## config.mk

```make
export PLATFORM = sky130hd
export DESIGN_NAME = bus_copy_engine_flat
export DESIGN_NICKNAME = d
export VERILOG_FILES = /design/src/rtl/bus_copy_engine_if.sv /design/src/rtl/bus_copy_engine.sv /design/src/flat_wrapper.sv
export SDC_FILE = /design/constraint.sdc
export NUM_CORES = 1
export LEC_CHECK = 0
export ABC_AREA = 1
export CAP_MARGIN = 0
export CORE_ASPECT_RATIO = 0.9
export CORE_MARGIN = 2
export CORE_UTILIZATION = 45
export CTS_CLUSTER_SIZE = 40
export DETAILED_ROUTE_END_ITERATION = 8
export HOLD_SLACK_MARGIN = 0.05
export PLACE_DENSITY = 0.82
export SYNTH_ARGS = -nofsm -noshare
export SYNTH_HDL_FRONTEND = slang
export SYNTH_SLANG_ARGS = --single-unit
```

## constraint.sdc

```tcl
create_clock -name clk -period 1.6 [get_ports clk]
set_input_delay 0.16 -clock clk [delete_from_list [all_inputs] [get_ports clk]]
set_output_delay 0.16 -clock clk [all_outputs]
set_load 0.01 [all_outputs]
```

## src/rtl/bus_copy_engine_if.sv

```systemverilog
// Bus copy engine control and bus signal bundle.
// The engine takes the master side; the environment takes the slave side.
interface bus_copy_engine_if;
  logic       start;
  logic [7:0] src;
  logic [7:0] dst;
  logic [7:0] len;
  logic       abort;
  logic       write;
  logic       read;
  logic [7:0] address;
  logic [7:0] dout;
  logic [7:0] din;
  logic       busy;
  logic       done;
  logic       aborted;
  logic [7:0] remaining;

  modport master (
    input  start, src, dst, len, abort, din,
    output write, read, address, dout,
    output busy, done, aborted, remaining
  );

  modport slave (
    output start, src, dst, len, abort, din,
    input  write, read, address, dout,
    input  busy, done, aborted, remaining
  );
endinterface

```

## src/rtl/bus_copy_engine.sv

```systemverilog
// Byte copy engine: read source, wait one cycle, write destination.
// All bus and status outputs are registered from the next state.
module bus_copy_engine (
  input  logic clk,
  input  logic rst,
  bus_copy_engine_if.master bus
);

  typedef enum logic [1:0] {
    IDLE,
    RD,
    WAIT,
    WR
  } state_t;

  state_t     state_q, state_d;
  logic [7:0] src_q, src_d;
  logic [7:0] dst_q, dst_d;
  logic [7:0] rem_q, rem_d;
  logic [7:0] addr_q, addr_d;
  logic [7:0] dout_q, dout_d;
  logic       read_q, read_d;
  logic       write_q, write_d;
  logic       busy_q, busy_d;
  logic       done_q, done_d;
  logic       abrt_q, abrt_d;

  always_ff @(posedge clk or negedge rst) begin
    if (!rst) begin
      state_q <= IDLE;
      src_q   <= 8'h00;
      dst_q   <= 8'h00;
      rem_q   <= 8'h00;
      addr_q  <= 8'h00;
      dout_q  <= 8'h00;
      read_q  <= 1'b0;
      write_q <= 1'b0;
      busy_q  <= 1'b0;
      done_q  <= 1'b0;
      abrt_q  <= 1'b0;
    end else begin
      state_q <= state_d;
      src_q   <= src_d;
      dst_q   <= dst_d;
      rem_q   <= rem_d;
      addr_q  <= addr_d;
      dout_q  <= dout_d;
      read_q  <= read_d;
      write_q <= write_d;
      busy_q  <= busy_d;
      done_q  <= done_d;
      abrt_q  <= abrt_d;
    end
  end

  always_comb begin
    state_d = state_q;
    src_d   = src_q;
    dst_d   = dst_q;
    rem_d   = rem_q;
    addr_d  = addr_q;
    dout_d  = dout_q;
    read_d  = 1'b0;
    write_d = 1'b0;
    done_d  = 1'b0;
    abrt_d  = 1'b0;
    unique case (state_q)
      IDLE: begin
        // done_q high means the previous copy just ended; hold off one cycle
        if (bus.start && !done_q) begin
          if (bus.len != 8'h00) begin
            src_d   = bus.src;
            dst_d   = bus.dst;
            rem_d   = bus.len;
            addr_d  = bus.src;
            read_d  = 1'b1;
            state_d = RD;
          end else begin
            done_d = 1'b1;
          end
        end
      end
      RD: begin
        if (bus.abort) begin
          abrt_d  = 1'b1;
          state_d = IDLE;
        end else begin
          state_d = WAIT;
        end
      end
      WAIT: begin
        if (bus.abort) begin
          abrt_d  = 1'b1;
          state_d = IDLE;
        end else begin
          dout_d  = bus.din;
          addr_d  = dst_q;
          write_d = 1'b1;
          state_d = WR;
        end
      end
      WR: begin
        rem_d = rem_q - 8'h01;
        src_d = src_q + 8'h01;
        dst_d = dst_q + 8'h01;
        if (bus.abort) begin
          abrt_d  = 1'b1;
          state_d = IDLE;
        end else if (rem_d != 8'h00) begin
          addr_d  = src_d;
          read_d  = 1'b1;
          state_d = RD;
        end else begin
          done_d  = 1'b1;
          state_d = IDLE;
        end
      end
      default: state_d = IDLE;
    endcase
    busy_d = (state_d != IDLE);
  end

  assign bus.read      = read_q;
  assign bus.write     = write_q;
  assign bus.address   = addr_q;
  assign bus.dout      = dout_q;
  assign bus.busy      = busy_q;
  assign bus.done      = done_q;
  assign bus.aborted   = abrt_q;
  assign bus.remaining = rem_q;

endmodule

```

## src/flat_wrapper.sv

```systemverilog
// flat-port wrapper written by rule: the top's interface ports become plain ports
module bus_copy_engine_flat 
  (clk, rst, bus_start, bus_src, bus_dst, bus_len, bus_abort, bus_din, bus_write, bus_read, bus_address, bus_dout, bus_busy, bus_done, bus_aborted, bus_remaining);
  bus_copy_engine_if bus_i ();
  input  logic clk;
  input  logic rst;
  input wire logic [$bits(bus_i.start)-1:0] bus_start;
  input wire logic [$bits(bus_i.src)-1:0] bus_src;
  input wire logic [$bits(bus_i.dst)-1:0] bus_dst;
  input wire logic [$bits(bus_i.len)-1:0] bus_len;
  input wire logic [$bits(bus_i.abort)-1:0] bus_abort;
  input wire logic [$bits(bus_i.din)-1:0] bus_din;
  output wire logic [$bits(bus_i.write)-1:0] bus_write;
  output wire logic [$bits(bus_i.read)-1:0] bus_read;
  output wire logic [$bits(bus_i.address)-1:0] bus_address;
  output wire logic [$bits(bus_i.dout)-1:0] bus_dout;
  output wire logic [$bits(bus_i.busy)-1:0] bus_busy;
  output wire logic [$bits(bus_i.done)-1:0] bus_done;
  output wire logic [$bits(bus_i.aborted)-1:0] bus_aborted;
  output wire logic [$bits(bus_i.remaining)-1:0] bus_remaining;
  assign bus_i.start = bus_start;
  assign bus_i.src = bus_src;
  assign bus_i.dst = bus_dst;
  assign bus_i.len = bus_len;
  assign bus_i.abort = bus_abort;
  assign bus_i.din = bus_din;
  assign bus_write = bus_i.write;
  assign bus_read = bus_i.read;
  assign bus_address = bus_i.address;
  assign bus_dout = bus_i.dout;
  assign bus_busy = bus_i.busy;
  assign bus_done = bus_i.done;
  assign bus_aborted = bus_i.aborted;
  assign bus_remaining = bus_i.remaining;
  bus_copy_engine u_core (.clk(clk), .rst(rst), .bus(bus_i));
endmodule
```

### Yosys cells after proc, flatten, opt, wreduce, memory -nomap -nowiden

Cells that the tools add are included.

* logic and storage cells: 69
* register bits after elaboration: 47
* input port bits: 36

* add/subtract/negate cells: 3
* reductions and logical operators: 12
* mux-type cells: 34
* bitwise gates (word level): 1
* equal/unequal tests: 8

Operators with widths (number)
* $mux 8: 9
* $pmux 8 s2: 3
* $pmux 8 s3: 1
* $add 8x1->8 const B: 2
* $reduce_bool 8->1: 2
* $mux 1: 13
* $mux 2: 5
* $pmux 2 s4: 1
* $sub 8x1->8 const B: 1
* $ne 2x1->1 const B: 3
* $reduce_and 6->1: 1
* $eq 2x2->1 const B: 2
* $ne 2x2->1 const B: 2
* $pmux 1 s2: 2
* $reduce_bool 2->1: 2
* $reduce_and 3->1: 1
* $reduce_bool 3->1: 1
* $reduce_or 3->1: 1
* $eq 2x1->1 const B: 1
* $logic_not 2->1: 1
* $reduce_and 2->1: 1
* $logic_and 1x1->1: 1
* $logic_not 1->1: 1
* $not 1->1: 1

### Depth between registers and ports, before layout

Gate-level depths: netlist of the first run.

* depth in word-level cells: 6
* depth in mapped cells: 13

### Least setup slack after synthesis of the first run

Ideal clock, no wire load.

* kind: reg-to-reg
* start: register u_core.state_q[0]
* end: register u_core.addr_q[3] (netlist: u_core.bus.address[3])
* required time: 1.483 ns
* cell stages (with the launch flop): 10
* clock period less this slack: 1.626 ns
* slack: -0.026 ns
* path buffers: 1
* arrival time: 1.509 ns
* path through: dfrtp_1 -> inv_1 -> ha_1 -> buf_2 -> nor2_2 -> o21bai_1 -> nor2_4 -> nand2_4 -> nand2_1 -> nand2_1

* longest elaborated chain between the ends: 3

RTL lines
* start, declared: line bus_copy_engine.sv:16 `state_t state_q, state_d;`
* start signal, assigned: line bus_copy_engine.sv:42 `state_q <= state_d;`
* $eq 2x2->1 or $logic_not 2->1 (tied branches): line bus_copy_engine.sv:67 `unique case (state_q)`
* $ne 2x1->1 (no source line) (tied with other cells)
* $reduce_and 6->1 (no source line)
* end signal, assigned: line bus_copy_engine.sv:46 `addr_q <= addr_d;`
* end, declared: line bus_copy_engine.sv:20 `logic [7:0] addr_q, addr_d;`

Several ways; a longest one is shown, not always the timed one.
A chain may end at the register's enable or synchronous reset.

### Final worst setup path of the first run

* start: register u_core.rem_q[1] (netlist: u_core.bus.remaining[1])
* end: register u_core.addr_q[0] (netlist: u_core.bus.address[0])

* longest elaborated chain between the ends: 4

RTL lines
* start, declared: line bus_copy_engine.sv:19 `logic [7:0] rem_q, rem_d;`
* start signal, assigned: line bus_copy_engine.sv:45 `rem_q <= rem_d;`
* $sub 8x1->8: line bus_copy_engine.sv:103 `rem_d = rem_q - 8'h01;`
* $reduce_bool 8->1: line bus_copy_engine.sv:109 `end else if (rem_d != 8'h00) begin`
* $ne 2x1->1 (no source line)
* $reduce_and 6->1 (no source line)

No other way between the ends.

==> results.md, run 1 <==
* Outcome: complete, but fails checks
* Violations in the final reports: negative setup slack
* Post-Route Setup TNS at -883 ps
* Launch instance of the worst register-to-register path: u_core.bus.remaining[1]
* TritonCTS clock tree: built
* Synthesized instance count at 354
* Post-DRT Antenna Nets at 0
* Cell type with the highest occurrence count on the critical path: nand2_1
* Crit path to: u_core.bus.address[0]
* Core Util, Final at 67.2%
* # DRC at 0
* Yosys cell types at 31
* Remaining global-route overflow at 0
* Clock root buffer: clkbuf_8
* Drt wl/cell at 14.2 um
* Max-slew violations at 0
* Initial cell density of the core at 46.9%
* Area Overhead vs Synth at 43.4%
* Max Freq at 0.596 GHz
* Simple-gate share of the synthesized area at 29.7%
* Overall power after layout at 6.89 mW
* Footprint of the flip-flops and latches at 1180 um^2
* Class of the tightest hold or removal check: input pin to flop
* Final critical-path share of the clock period at 105%
* Hold Crit Depth at 3
* Detailed-placement wirelength estimate at 5150 um
* Area share of xor/xnor cells in the synthesized design at 0.656%
* Cts bufs inserted at 5
* Mux contribution to synthesized area at 0%
* Worst Path Required at 1850 ps
* Post-synth design cell area at 2670 um^2
* Number of optimization iterations in the first detailed-route pass at 5
* Max Buffers Root-to-Sink at 2
* Reported max-cap violation count at 0
* Maximum level of the CTS H-tree at 2
* Leakage at 1.78 nW
* Actual slew at the worst max-slew pin at 604 ps
* Most frequent standard cell in the layout excluding fill and tap cells: nand2_1
* PwrDens at 1800 nW/um^2
* Maximum net fanout on the critical path at 8
* Critical path, cell by cell: inv_2 > ha_4 > inv_2 > nand2_2 > nand2_1 > nor2_1 > nand3_1 > nor2_4 > nand3_4 > nand2_4 > nand2_1 > nand2_1
* Drt initial violations at 255
* Arithmetic-cell share of the synthesized area counting full adders, half adders and majority gates at 4.22%
* Number of sinks handled by clock tree synthesis at 47
* Warnings, synthesis at 0
* Die area at 6560 um^2
* Final period demand of the worst path at 1680 ps
* Slowest-stage cell, CP: dfrtp_1
* Instance area after placement at 3560 um^2
* Number of antenna violations at the first check in global routing at 0
* RSZ-0062 raised after global routing: yes
* Final hold viol count at 0
* Num ports at 65
* Largest net degree at the start of global routing at 48
* Wirelength, routed at 7380 um
* Fraction of final layout cells sized beyond drive strength 1 at 17.8%
* Area of all placed cells without fillers at 3830 um^2
* Placement Setup Slack at -124 ps
* Kind of end point of the critical path: flop
* Highest cell delay on the worst timing path at 410 ps
* Post-route worst setup slack at -78.9 ps
* Port Buf Inserts at 64
* Clock latency on the worst-skew pair at 310 ps
* Number of fill cells at 472
* Seq/Total Area, Yosys at 44.1%
* Worst setup path start: u_core.bus.remaining[1]
* Total routing usage reported by global routing at 23.0%
* Clock-pin transition on the worst setup and hold timing paths at 90 ps
* Worst max-slew margin expressed relative to the limit at 59.7%
* Number of antenna repair diodes at 0
* Setup violations, final at 19
* Cell depth of the worst flop-to-flop path at 12
* Syn_area_per_cell at 7.54 um^2
* Number of synthesized register bits at 47
* Fraction of the mapped netlist area in compound gates at 13.7%
* Mapped Nets at 399
* Reg2reg setup slack at -80 ps
* Setup Crit Path Kind: flop to flop
* Worst clock skew at 12.7 ps
* DR vias/cell at 5.29
* Area inside the core boundary at 5690 um^2
* Worst IR Drop VDD at 1.01 mV
* Startpoint type of the worst setup path: flop
* Routability cong. at 0.899
* Cell row count at 26
* Largest family of logic cells by synthesized area: simple AND/OR/NAND/NOR gates
* Nets at 493
* Vias in the first global route at 2692
* Worst endpoint data arrival time at 1920 ps
* Floorplan die height at 77.1 um
* Wire length of the first global-routing pass at 12100 um
* Chip Width at 85.2 um
* Area of combinational cells with multiple inputs at 1410 um^2
* Worst flop-to-flop path endpoint: u_core.bus.address[0]
* Commonest cells after routing, fill and taps aside: nand2_1, clkdlybuf4s50_1, dfrtp_1, nor2_1, nand3_1
* Via count at 2747
-- Yosys cell counts --
library cell,count,area share (%)
o221ai_1,2,0.66
nand2_4,1,0.42
a31oi_1,6,1.4
a22oi_1,4,1.1
nor3_1,2,0.38
nand2_2,1,0.23
nor2_1,36,5.1
inv_1,35,4.9
inv_2,3,0.42
buf_4,1,0.28
a2bb2oi_1,1,0.33
nand2_1,100,14
a211oi_1,2,0.56
nand4_1,2,0.47
o21bai_1,1,0.28
o211ai_1,6,1.7
or2_2,1,0.23
buf_2,10,1.9
buf_1,1,0.14
nor2_2,4,0.94
o21ai_0,15,2.8
nor2_4,2,0.84
nand3_4,1,0.66
ha_1,9,4.2
a21oi_1,12,2.3
o21ai_1,10,1.9
dfrtp_1,47,44
nand3_1,34,6.4
a21o_1,1,0.28
o22ai_1,2,0.47
xor2_1,2,0.66
-- routing by layer --
layer  global-route usage (%)  vias to the layer above  wire length, um
li1                         -                     1346                -
met1                     30.6                     1300             3260
met2                     37.7                       85             3580
met3                     4.31                       16              412
met4                     7.62                        0              121
met5                        0                        -                0
-- registers in the layout, indices dropped and copies added, names as in the netlist, 2 cells and up --
signal,flops
u_core.dst_q,8
u_core.bus.remaining,8
u_core.src_q,8
u_core.bus.dout,8
u_core.bus.address,8
u_core.state_q,2
-- through the flow --
stage	instances	hold WS (ps)
6_report	519	390
5_1_grt	519	389
4_1_cts	517	390
3_5_place_dp	503	290
3_3_place_gp	503	288
2_1_floorplan	354	-136
-- cell families after synthesis --
family / after synthesis
adders and majority gates: 9
and+or+nand+nor: 184
DFF: 47
xor gates and xnor gates: 2
buffers and inverters: 50
AOI/OAI and AO/OA: 62
-- how the worst min path moves through the flow --
| stage | start | to | slack (ps) |
|---|---|---|---|
| 2_1_floorplan | rst | u_core.bus.aborted | -140 |
| 3_3_place_gp | rst | u_core.dst_q[6] | 290 |
| 3_5_place_dp | rst | u_core.dst_q[6] | 290 |
| 4_1_cts | bus_din[6] | u_core.bus.dout[6] | 390 |
| 5_1_grt | bus_din[6] | u_core.bus.dout[6] | 390 |
| 6_report | bus_din[6] | u_core.bus.dout[6] | 390 |
-- critical path: cells and delay by family, from the launching register on --
family	cells	cell delay [ps]
and+or+nand+nor	9	930
buffers and inverters	2	130
DFF	1	410
adders and majority gates	1	140
-- cell type report --
cell class,instances,area share (%)
well taps,70,2.29
clock inverters,1,0.131
repair buffers,98,24.3
flip-flops and latches,47,30.8
inverters,38,3.73
multi-input cells,258,36.8
clock buffers,7,1.99
-- what timing repair did --
action / 4_1_cts / 5_1_grt
gates cloned: 1 / 0
endpoints found under the setup margin: 19 / 40
gates resized for setup: 16 / 19
buffers inserted: 4 / 2
hold buffers: 1 / 0
hold endpoints to repair: 47 / 0
pin swaps: 17 / 11
-- report_power, final --
part | internal, mW | total (mW) | switching, mW
clock network | 0.307 | 0.700 | 0.392
logic | 1.90 | 3.97 | 2.07
registers | 1.74 | 2.21 | 0.476
total | 3.95 | 6.89 | 2.94
Power figures use the tool's default switching activity.
==> inputs of run 2 (changes only) <==
- CTS_CLUSTER_DIAMETER: default -> 60
- CTS_CLUSTER_SIZE: 40 -> default
- TNS_END_PERCENT: default -> 1
==> run 2 against run 1 <==
Net effect:
- clock power shrank 0.9%
- sequential power barely moved
- wire length is 1.0% lower
- the flow still finishes with violations (negative setup slack)
- core utilization down 0.37 points
- largest cell class unchanged
- final cell count fell by 0.19%
==> results.md, run 2 (synthesis results as in run 1) <==
* Floorplan die height at 77.1 um
* Launch instance of the worst register-to-register path: u_core.bus.remaining[1]
* Total routing usage reported by global routing at 23.0%
* Area of all placed cells without fillers at 3810 um^2
* Nets at 492
* Final hold viol count at 0
* Vias in the first global route at 2694
* Area Overhead vs Synth at 42.6%
* Post-DRT Antenna Nets at 0
* Kind of end point of the critical path: flop
* PwrDens at 1790 nW/um^2
* TritonCTS clock tree: built
* Via count at 2733
* Remaining global-route overflow at 0
* Setup Crit Path Kind: flop to flop
* Number of antenna violations at the first check in global routing at 0
* Violations in the final reports: negative setup slack
* Largest net degree at the start of global routing at 48
* Cell type with the highest occurrence count on the critical path: nand2_1
* Worst Hold Slack at 391 ps
* Wirelength, routed at 7300 um
* Drt wl/cell at 14.1 um
* # DRC at 0
* Clock latency on the worst-skew pair at 310 ps
* Class of the tightest hold or removal check: input pin to flop
* Maximum net fanout on the critical path at 8
* Critical path, cell by cell: inv_2 > ha_4 > inv_2 > nand2_2 > nand2_1 > nor2_1 > nand3_1 > nor2_4 > nand3_4 > nand2_4 > nand2_1 > nand2_1
* Highest cell delay on the worst timing path at 410 ps
* DR vias/cell at 5.28
* RSZ-0062 raised after global routing: yes
* Setup violations, final at 12
* Routability cong. at 0.899
* Worst setup path start: u_core.bus.remaining[1]
* Worst max-slew margin expressed relative to the limit at 59.2%
* Detailed-placement wirelength estimate at 5150 um
* Actual slew at the worst max-slew pin at 611 ps
* Worst Path Required at 1840 ps
* Clock root buffer: clkbuf_8
* Drt initial violations at 210
* Leakage at 1.78 nW
* Max-slew violations at 0
* Number of sinks handled by clock tree synthesis at 47
* Die area at 6560 um^2
* Final period demand of the worst path at 1670 ps
* Max Freq at 0.599 GHz
* Worst IR Drop VDD at 1.00 mV
* Worst endpoint data arrival time at 1910 ps
* Number of antenna repair diodes at 0
* Cts bufs inserted at 5
* Most frequent standard cell in the layout excluding fill and tap cells: nand2_1
* Worst clock skew at 12.9 ps
* Chip Width at 85.2 um
* Cell row count at 26
* Final critical-path share of the clock period at 104%
* Num ports at 65
* Reg2reg setup slack at -70 ps
* Max Buffers Root-to-Sink at 2
* Instance area after placement at 3560 um^2
* Cell depth of the worst flop-to-flop path at 12
* Startpoint type of the worst setup path: flop
* Number of fill cells at 476
* Wire length of the first global-routing pass at 12100 um
* Initial cell density of the core at 46.9%
* Fraction of final layout cells sized beyond drive strength 1 at 17.4%
* Outcome: complete, but fails checks
* Reported max-cap violation count at 0
* Post-route worst setup slack at -69.5 ps
* Core Util, Final at 66.9%
* Worst flop-to-flop path endpoint: u_core.bus.address[3]
* Maximum level of the CTS H-tree at 2
* Post-Route Setup TNS at -665 ps
* Crit path to: u_core.bus.address[3]
* Commonest cells after routing, fill and taps aside: nand2_1, clkdlybuf4s50_1, dfrtp_1, nor2_1, nand3_1
* Clock-pin transition on the worst setup and hold timing paths at 90 ps
* Number of optimization iterations in the first detailed-route pass at 4
* Slowest-stage cell, CP: dfrtp_1
* Area inside the core boundary at 5690 um^2
* Port Buf Inserts at 64
==> run 2: changes by cell type in the layout (fill, tap and decap cells not counted), sizes merged <==
cell	previous run	this run
buf	34	33
==> run 2: area by class of cell <==
type	instances	area, um^2	area share (%)
clock buffer	7	76.3	2.01
clock inverter	1	5.00	0.131
inverter	38	143	3.75
multi-input combinational	258	1400	36.7
sequential	47	1180	30.9
tap	70	87.6	2.30
timing repair buffer	97	922	24.2
==> run 2: per-stage QoR <==
step | setup WS [ps] | power (mW) | std cells
2_1_floorplan | 7.70 | 4.13 | 354
3_3_place_gp | -78.5 | 5.62 | 503
3_5_place_dp | -124 | 5.74 | 503
4_1_cts | -51.7 | 6.69 | 517
5_1_grt | -188 | 7.38 | 518
6_report | -69.5 | 6.82 | 518
==> run 2: how the worst min path moves through the flow <==
stage                           from            endpoint  slack [ps]  cells past startpoint
after floorplan                  rst  u_core.bus.aborted        -140                      0
after global placement           rst     u_core.dst_q[6]         290                      2
after detailed placement         rst     u_core.dst_q[6]         290                      2
after CTS                 bus_din[6]  u_core.bus.dout[6]         390                      3
after global routing      bus_din[6]  u_core.bus.dout[6]         390                      3
final                     bus_din[6]  u_core.bus.dout[6]         390                      3
==> run 2: worst max-delay path, delay by kind of cell (launching register included) <==
family	cells	cell delay (ps)
AND/OR/NAND/NOR	9	930
flip-flops	1	410
adder cells (fa/ha/maj)	1	140
buffers and inverters	2	130
==> run 2: per-layer routing <==
layer  vias up  global-route usage, %  share of wire (%)
met5         -                      0                  0
met2        97                   37.7                 47
met4         0                   7.62                2.5
met3        24                   4.31                6.2
met1      1271                   30.5                 44
li1       1341                      -                  -
==> run 2: what timing repair did <==
action	4_1_cts	5_1_grt
hold buffers	1	0
setup buffers	4	1
pin swaps	15	10
hold endpoints to repair	47	0
gates cloned	1	0
resized for setup	16	15
setup endpoints to repair	19	40
==> run 2: where the power goes <==
part	internal (mW)	switching (mW)	leakage [nW]
Sequential	1.74	0.462	0.568
Combinational	1.88	2.05	1.17
Clock	0.307	0.387	0.0422
Total	3.92	2.90	1.78
==> inputs of run 3 (changes only) <==
- ABC_AREA: 1 -> default
- CTS_CLUSTER_SIZE: default -> 8
==> run 3 against run 2 <==
Net effect:
- via count decreased by 4.9%
- final cell count decreased by 12%
- synthesized area decreased by 2.2%
- sequential share of layout area decreased by 2.1 points
- the run still ends with negative setup slack left
- largest power group unchanged
- hold slack got worse by 100 ps
- fmax decreased by 34%
- synthesized cell count decreased by 25%
- global-route usage increased by 0.60 points
- cell area increased by 7.0%
- combinational power increased by 26%
- sequential power increased by 4%
- wire length increased by 7.5%
==> results.md, run 3 <==
* Die area at 6430 um^2
* Switch Pwr at 3.18 mW
* Leading post-synthesis cells by instance count: dfrtp_1, a21oi_1, o21ai_0
* Switching Share at 39.8%
* TritonCTS clock tree: built
* Violations in the final reports: negative setup slack
* Class of the tightest hold or removal check: input pin to flop
* Setup Crit Path Kind: flop to flop
* Max Buffers Root-to-Sink at 2
* Most frequently used cell type in the post-synthesis netlist: dfrtp_1
* Internal power at 4.81 mW
* Prevailing post-synth register cell: dfrtp_1
* Area of combinational cells with multiple inputs at 1520 um^2
* Post-route worst setup slack at -946 ps
* Via count at 2600
* Final hold viol count at 0
* Placement Setup Slack at -990 ps
* Vias in the first global route at 2647
* Mapped Nets at 311
* Number of antenna repair diodes at 0
* Reported max-cap violation count at 0
* Slowest-stage cell, CP: or4_4
* Combinational cell fraction of total power at 61.8%
* Asr flop ratio synth at 100%
* PwrDens at 1960 nW/um^2
* Actual slew at the worst max-slew pin at 430 ps
* Footprint of the flip-flops and latches at 1180 um^2
* Number of antenna violations at the first check in global routing at 0
* Area fraction of the dominant cell type after synthesis at 45.1%
* Final critical-path share of the clock period at 159%
* Clock latency on the worst-skew pair at 320 ps
* Num ports at 65
* Worst Path Required at 1810 ps
* DR vias/cell at 5.69
* Post-Route Setup TNS at -12090 ps
* Post-synth design cell area at 2610 um^2
* Cell depth of the worst flop-to-flop path at 8
* Wire length of the first global-routing pass at 12200 um
* Startpoint type of the worst setup path: flop
* Kind of end point of the critical path: flop
* Clock root buffer: clkbuf_8
* Maximum level of the CTS H-tree at 2
* Leakage at 1.75 nW
* Post-DRT Antenna Nets at 0
* Worst endpoint data arrival time at 2750 ps
* Number of fill cells at 376
* Maximum net fanout on the critical path at 8
* Max Freq at 0.393 GHz
* Outcome: complete, but fails checks
* Worst max-slew margin expressed relative to the limit at 71.3%
* Area inside the core boundary at 5630 um^2
* Remaining global-route overflow at 0
* Most frequent standard cell in the layout excluding fill and tap cells: clkdlybuf4s50_1
* Port Buf Inserts at 64
* Initial cell density of the core at 46.4%
* Seq/Total Area, Yosys at 45.1%
* Fraction of power consumed by sequential logic at 28.6%
* Cell row count at 26
* Fraction of final layout cells sized beyond drive strength 1 at 31.0%
* Number of buffers and inverters on the critical path at 2
* Synth top area cells: dfrtp_1, a21oi_1, o21ai_0
* Worst clock skew at 10.4 ps
* Drt wl/cell at 17.2 um
* Number of logic stages on the critical path including buffering at 8
* Total routing usage reported by global routing at 23.6%
* Nets at 432
* Area Overhead vs Synth at 56.1%
* Routability cong. at 0.896
* Clock power share at 9.6%
* Clock-pin transition on the worst setup and hold timing paths at 90 ps
* Max-slew violations at 0
* Critical path, cell by cell: inv_2 > ha_4 > or3b_4 > or4_4 > and3_4 > a2111o_1 > buf_6 > mux2_4
* Final period demand of the worst path at 2550 ps
* Setup violations, final at 43
* Worst IR Drop VDD at 0.932 mV
* Number of synthesized register bits at 47
* Worst Hold Slack at 288 ps
* Largest net degree at the start of global routing at 32
* Drt initial violations at 231
* Highest cell delay on the worst timing path at 430 ps
* Yosys cell types at 40
* Hold Crit Depth at 4
* RSZ-0062 raised after global routing: yes
* Cell type with the highest aggregate area in the netlist: dfrtp_1
* Warnings, synthesis at 0
* # DRC at 0
* Wirelength, routed at 7850 um
* Post-synth EDFFs at 0
* Floorplan die height at 76.3 um
* Chip Width at 84.3 um
* Cts bufs inserted at 5
* Commonest cells after routing, fill and taps aside: clkdlybuf4s50_1, buf_4, dfrtp_1, a21oi_1, o21ai_0
* Number of sinks handled by clock tree synthesis at 47
* Syn_area_per_cell at 9.81 um^2
* Detailed-placement wirelength estimate at 5430 um
* Number of optimization iterations in the first detailed-route pass at 4
* Cell family with most CP delay: simple AND/OR/NAND/NOR gates
* Synthesized instance count at 266
[run 3: cell types whose count changed after synthesis, moves of 12 or more]
cell,previous run,this run
nor2_1,36,14
clkbuf_1,0,12
o22ai_1,2,16
nand2_1,100,17
nand3_1,34,5
a21oi_1,12,26
inv_1,35,7
[run 3: per-stage QoR]
step | power (mW) | cells | utilization [%] | instance area (um^2)
6_report | 8.00 | 457 | 72.4 | 4070
5_1_grt | 8.48 | 457 | 72.4 | 4070
2_1_floorplan | 4.57 | 266 | - | 2620
3_3_place_gp | 6.49 | 448 | 67.0 | 3770
4_1_cts | 7.60 | 456 | 69.8 | 3930
3_5_place_dp | 6.69 | 448 | 67.0 | 3770
[run 3: power groups by stage]
stage | clock, mW | sequential [mW] | combinational (mW)
4_1_cts | 0.774 | 2.25 | 4.58
2_1_floorplan | 0 | 2.42 | 2.15
6_report | 0.767 | 2.29 | 4.94
3_3_place_gp | 0 | 2.22 | 4.27
3_5_place_dp | 0 | 2.26 | 4.43
5_1_grt | 0.810 | 2.36 | 5.31
[run 3: cells by family after synthesis]
| logic type | synth area share, % |
|---|---|
| xor gates and xnor gates | 2.35 |
| adders and majority gates | 4.31 |
| AOI/OAI and AO/OA | 22.3 |
| buffers and inverters | 3.31 |
| DFF | 45.1 |
| and+or+nand+nor | 12.7 |
| muxes | 9.97 |
[run 3: timing repair]
| action | CTS | global route |
|---|---|---|
| hold buffers | 1 | 0 |
| pin swaps | 1 | 2 |
| endpoints found under the setup margin | 44 | 46 |
| resized for setup | 18 | 33 |
| endpoints found under the hold margin | 16 | 0 |
| setup buffers | 0 | 1 |
[run 3: layer usage]
metal  share of wire (%)  track usage (%)  wire length, um
met4                 2.3             11.3              179
met3                 5.2             4.12              409
met5                   0                0                0
met2                  51             39.8             4000
met1                  41             29.2             3260
[run 3: path summary, 6_finish.rpt]
path,startpoint,endpoint,slack [ps]
max reg2reg,u_core.bus.remaining[0],u_core.bus.address[6],-950
min,bus_len[4],u_core.bus.remaining[4],290
min in group asynchronous,rst,u_core.bus.address[4],300
max in group asynchronous,rst,u_core.bus.busy,780
max,u_core.bus.remaining[0],u_core.bus.address[6],-950
min reg2reg,u_core.bus.dout[2],u_core.bus.dout[2],520
[run 3: layout make-up]
cell class	instances	share of cell area, %
Multi-Input combinational cell	198	37.2
Tap cell	70	2.15
Sequential cell	47	28.9
Timing Repair Buffer	128	29.0
Inverter	7	0.645
Clock inverter	1	0.123
Clock buffer	6	2.03
[run 3: worst min-delay path, stage by stage]
cell	delay (ps)
dlymetal6s2s_1	120
buf_4	120
o22ai_1	50
a21oi_1	110
==> patch: new RTL, config.mk and constraints of run 2 <==
Encoding of `state_t`: now one-hot (4 bits for 4 states).
--- a/src/rtl/bus_copy_engine.sv
+++ b/src/rtl/bus_copy_engine.sv
@@ -8,7 +8,7 @@
 
-  typedef enum logic [1:0] {
-    IDLE,
-    RD,
-    WAIT,
-    WR
+  typedef enum logic [3:0] {
+    IDLE = 4'b0001,
+    RD   = 4'b0010,
+    WAIT = 4'b0100,
+    WR   = 4'b1000
   } state_t;
Formal check against the unedited RTL: no difference found for any inputs over 10 cycles, from zero or initial values and one cycle with rst low; not proved beyond that.
==> patch against run 2 <==
The run still ends with setup timing left. Worst hold slack worse by 0.056 ns. Cell area increased by 3.5%. Power up 4.5%. Core utilization fell by 1.7 points. Non-clock buffer count rose by 2. Sequential cell count rose by 2. Routed wire length grew 2.5%. Worst setup slack got worse by 0.063 ns. Die area grew 3.7%. Global-route usage increased by 0.49 points. First-iteration DRC count down 37%. Area after synthesis rose by 3.9%. Largest power group unchanged.
==> patch: results (changes against run 2) <==
* Status: complete, but fails checks (unchanged)
* Failing checks: setup timing (unchanged)
* Yosys cell types at 35 (was 31)
* Cells on worst reg2reg path at 11 (was 12)
* Static Leakage at 0.001825 uW (was 0.001777 uW)
* WL per Instance at 14.31 um (was 14.09 um)
* Max VDD drop at 0.0007622 V (was 0.001004 V)
* Post-DP Area at 0.003689 sq mm (was 0.003563 sq mm)
* Top post-synthesis cells by area: dfrtp_1 43%, nand2_1 14%, inv_1 4.6% (was dfrtp_1 44%, nand2_1 14%, nand3_1 6.4%)
* Setup violations, final at 13 (was 12)
* Worst slew pin tran at 0.4946 ns (was 0.6113 ns)
* Worst r2r dst: u_core.bus.address[3] (unchanged)
* Setup Skew at 0.006139 ns (was 0.01286 ns)
* Pre-CTS setup slack at -0.1948 ns (was -0.1242 ns)
* Total number of vias at 2782 (was 2733)
* Filler cell count at 474 (was 476)
* DR iter-0 viols at 132 (was 210)
* Global-route wire length before repair at 12.60 mm (was 12.12 mm)
* Final nets at 490 (was 492)
* Leading cell types by count after synthesis: 107 x nand2_1, 48 x dfrtp_1, 34 x inv_1, 24 x nor2_1, 22 x nand3_1 (was 100 x nand2_1, 47 x dfrtp_1, 36 x nor2_1, 35 x inv_1, 34 x nand3_1)
* Largest net degree at the start of global routing at 25 (was 48)
* Layout cells sized above 1 at 0.1929 (was 0.1741)
* Routability cong. at 0.9421 (was 0.8989)
* Post-synthesis cell area at 0.002774 sq mm (was 0.002669 sq mm)
* Syn Nets at 394 (was 399)
* Critical Path AT at 1.94 ns (was 1.91 ns)
* Type of the most critical hold path: input pin to asynchronous set/reset pin (was input pin to flop)
* Switching part of the total at 0.4029 (was 0.4252)
* Final TNS setup at -1.148 ns (was -0.6648 ns)
* Part of the Yosys area used for sequential elements at 0.4425 (was 0.4407)
* Setup ws final at -0.1324 ns (was -0.06949 ns)
* CP Max Fanout at 5 (was 8)
* GR Util All Layers at 0.2349 (was 0.2300)
-- patch: changes by cell type after synthesis, moves of 6 or more --
cell,run 2,this run
buf_2,10,3
a21oi_1,12,6
nor2_1,36,24
nand2_1,100,107
nand4_1,2,10
nand3_1,34,22
-- patch: cell type report --
| class | count | area, sq um | share of cell area |
|---|---|---|---|
| timing repair buffer | 99 | 938.4 | 0.2382 |
| sequential | 49 | 1230 | 0.3122 |
| multi-input combinational | 255 | 1393 | 0.3534 |
| clock inverter | 3 | 65.06 | 0.01651 |
| clock buffer | 5 | 68.82 | 0.01747 |
| tap | 72 | 90.09 | 0.02286 |
| inverter | 40 | 155.1 | 0.03938 |
-- patch: worst min path at each step --
stage / start / endpoint / slack [ns] / cells past startpoint
2_1_floorplan: rst / u_core.bus.aborted / -0.14 / 0
3_3_place_gp: rst / u_core.bus.remaining[0] / 0.14 / 1
3_5_place_dp: rst / u_core.dst_q[3] / 0.15 / 1
4_1_cts: rst / u_core.bus.remaining[1] / 0.35 / 2
5_1_grt: rst / u_core.src_q[7] / 0.38 / 2
6_report: rst / u_core.bus.remaining[1] / 0.34 / 2
-- patch: what timing repair did --
| item | CTS | global route |
|---|---|---|
| resized for setup | 9 | 11 |
| gates cloned | 1 | 0 |
| pin swaps | 8 | 7 |
| endpoints found under the hold margin | 18 | 0 |
| buffers inserted | 4 | 1 |
| hold buffers | 1 | 0 |
| endpoints found under the setup margin | 19 | 37 |
-- patch: critical path, delay by kind of cell (launching register included) --
| family | cells | cell delay, ns |
|---|---|---|
| adder cells (fa/ha/maj) | 1 | 0.16 |
| flip-flops | 1 | 0.42 |
| AND/OR/NAND/NOR | 9 | 0.93 |
| buffers and inverters | 1 | 0.10 |
-- patch: per-stage QoR --
stage,power (uW),std cells
after floorplan,4234,354
after global placement,5670,508
after detailed placement,5821,508
after CTS,7073,522
after global routing,7679,523
final,7130,523
-- patch: cells by family after synthesis --
kind of cell	after synthesis	share of synthesized area
xor+xnor	4	0.01263
fa+ha+maj	4	0.01804
buf+inv	51	0.08254
simple gates	184	0.3040
compound gates	62	0.1403
flops	49	0.4425
-- patch: power groups by stage --
stage	combinational [uW]	clock, uW	sequential [uW]
after CTS	3750	1070	2250
final	3810	1060	2260
after detailed placement	3560	0	2260
after global placement	3430	0	2240
after floorplan	1880	0	2350
after global routing	4220	1120	2340
-- patch: routing by layer --
metal / global-route usage / share of wire / up-vias
li1: - / - / 1357
met4: 0.08750 / 0.021 / 0
met2: 0.4054 / 0.51 / 102
met3: 0.03680 / 0.052 / 21
met1: 0.2949 / 0.42 / 1302
met5: 0 / 0 / -
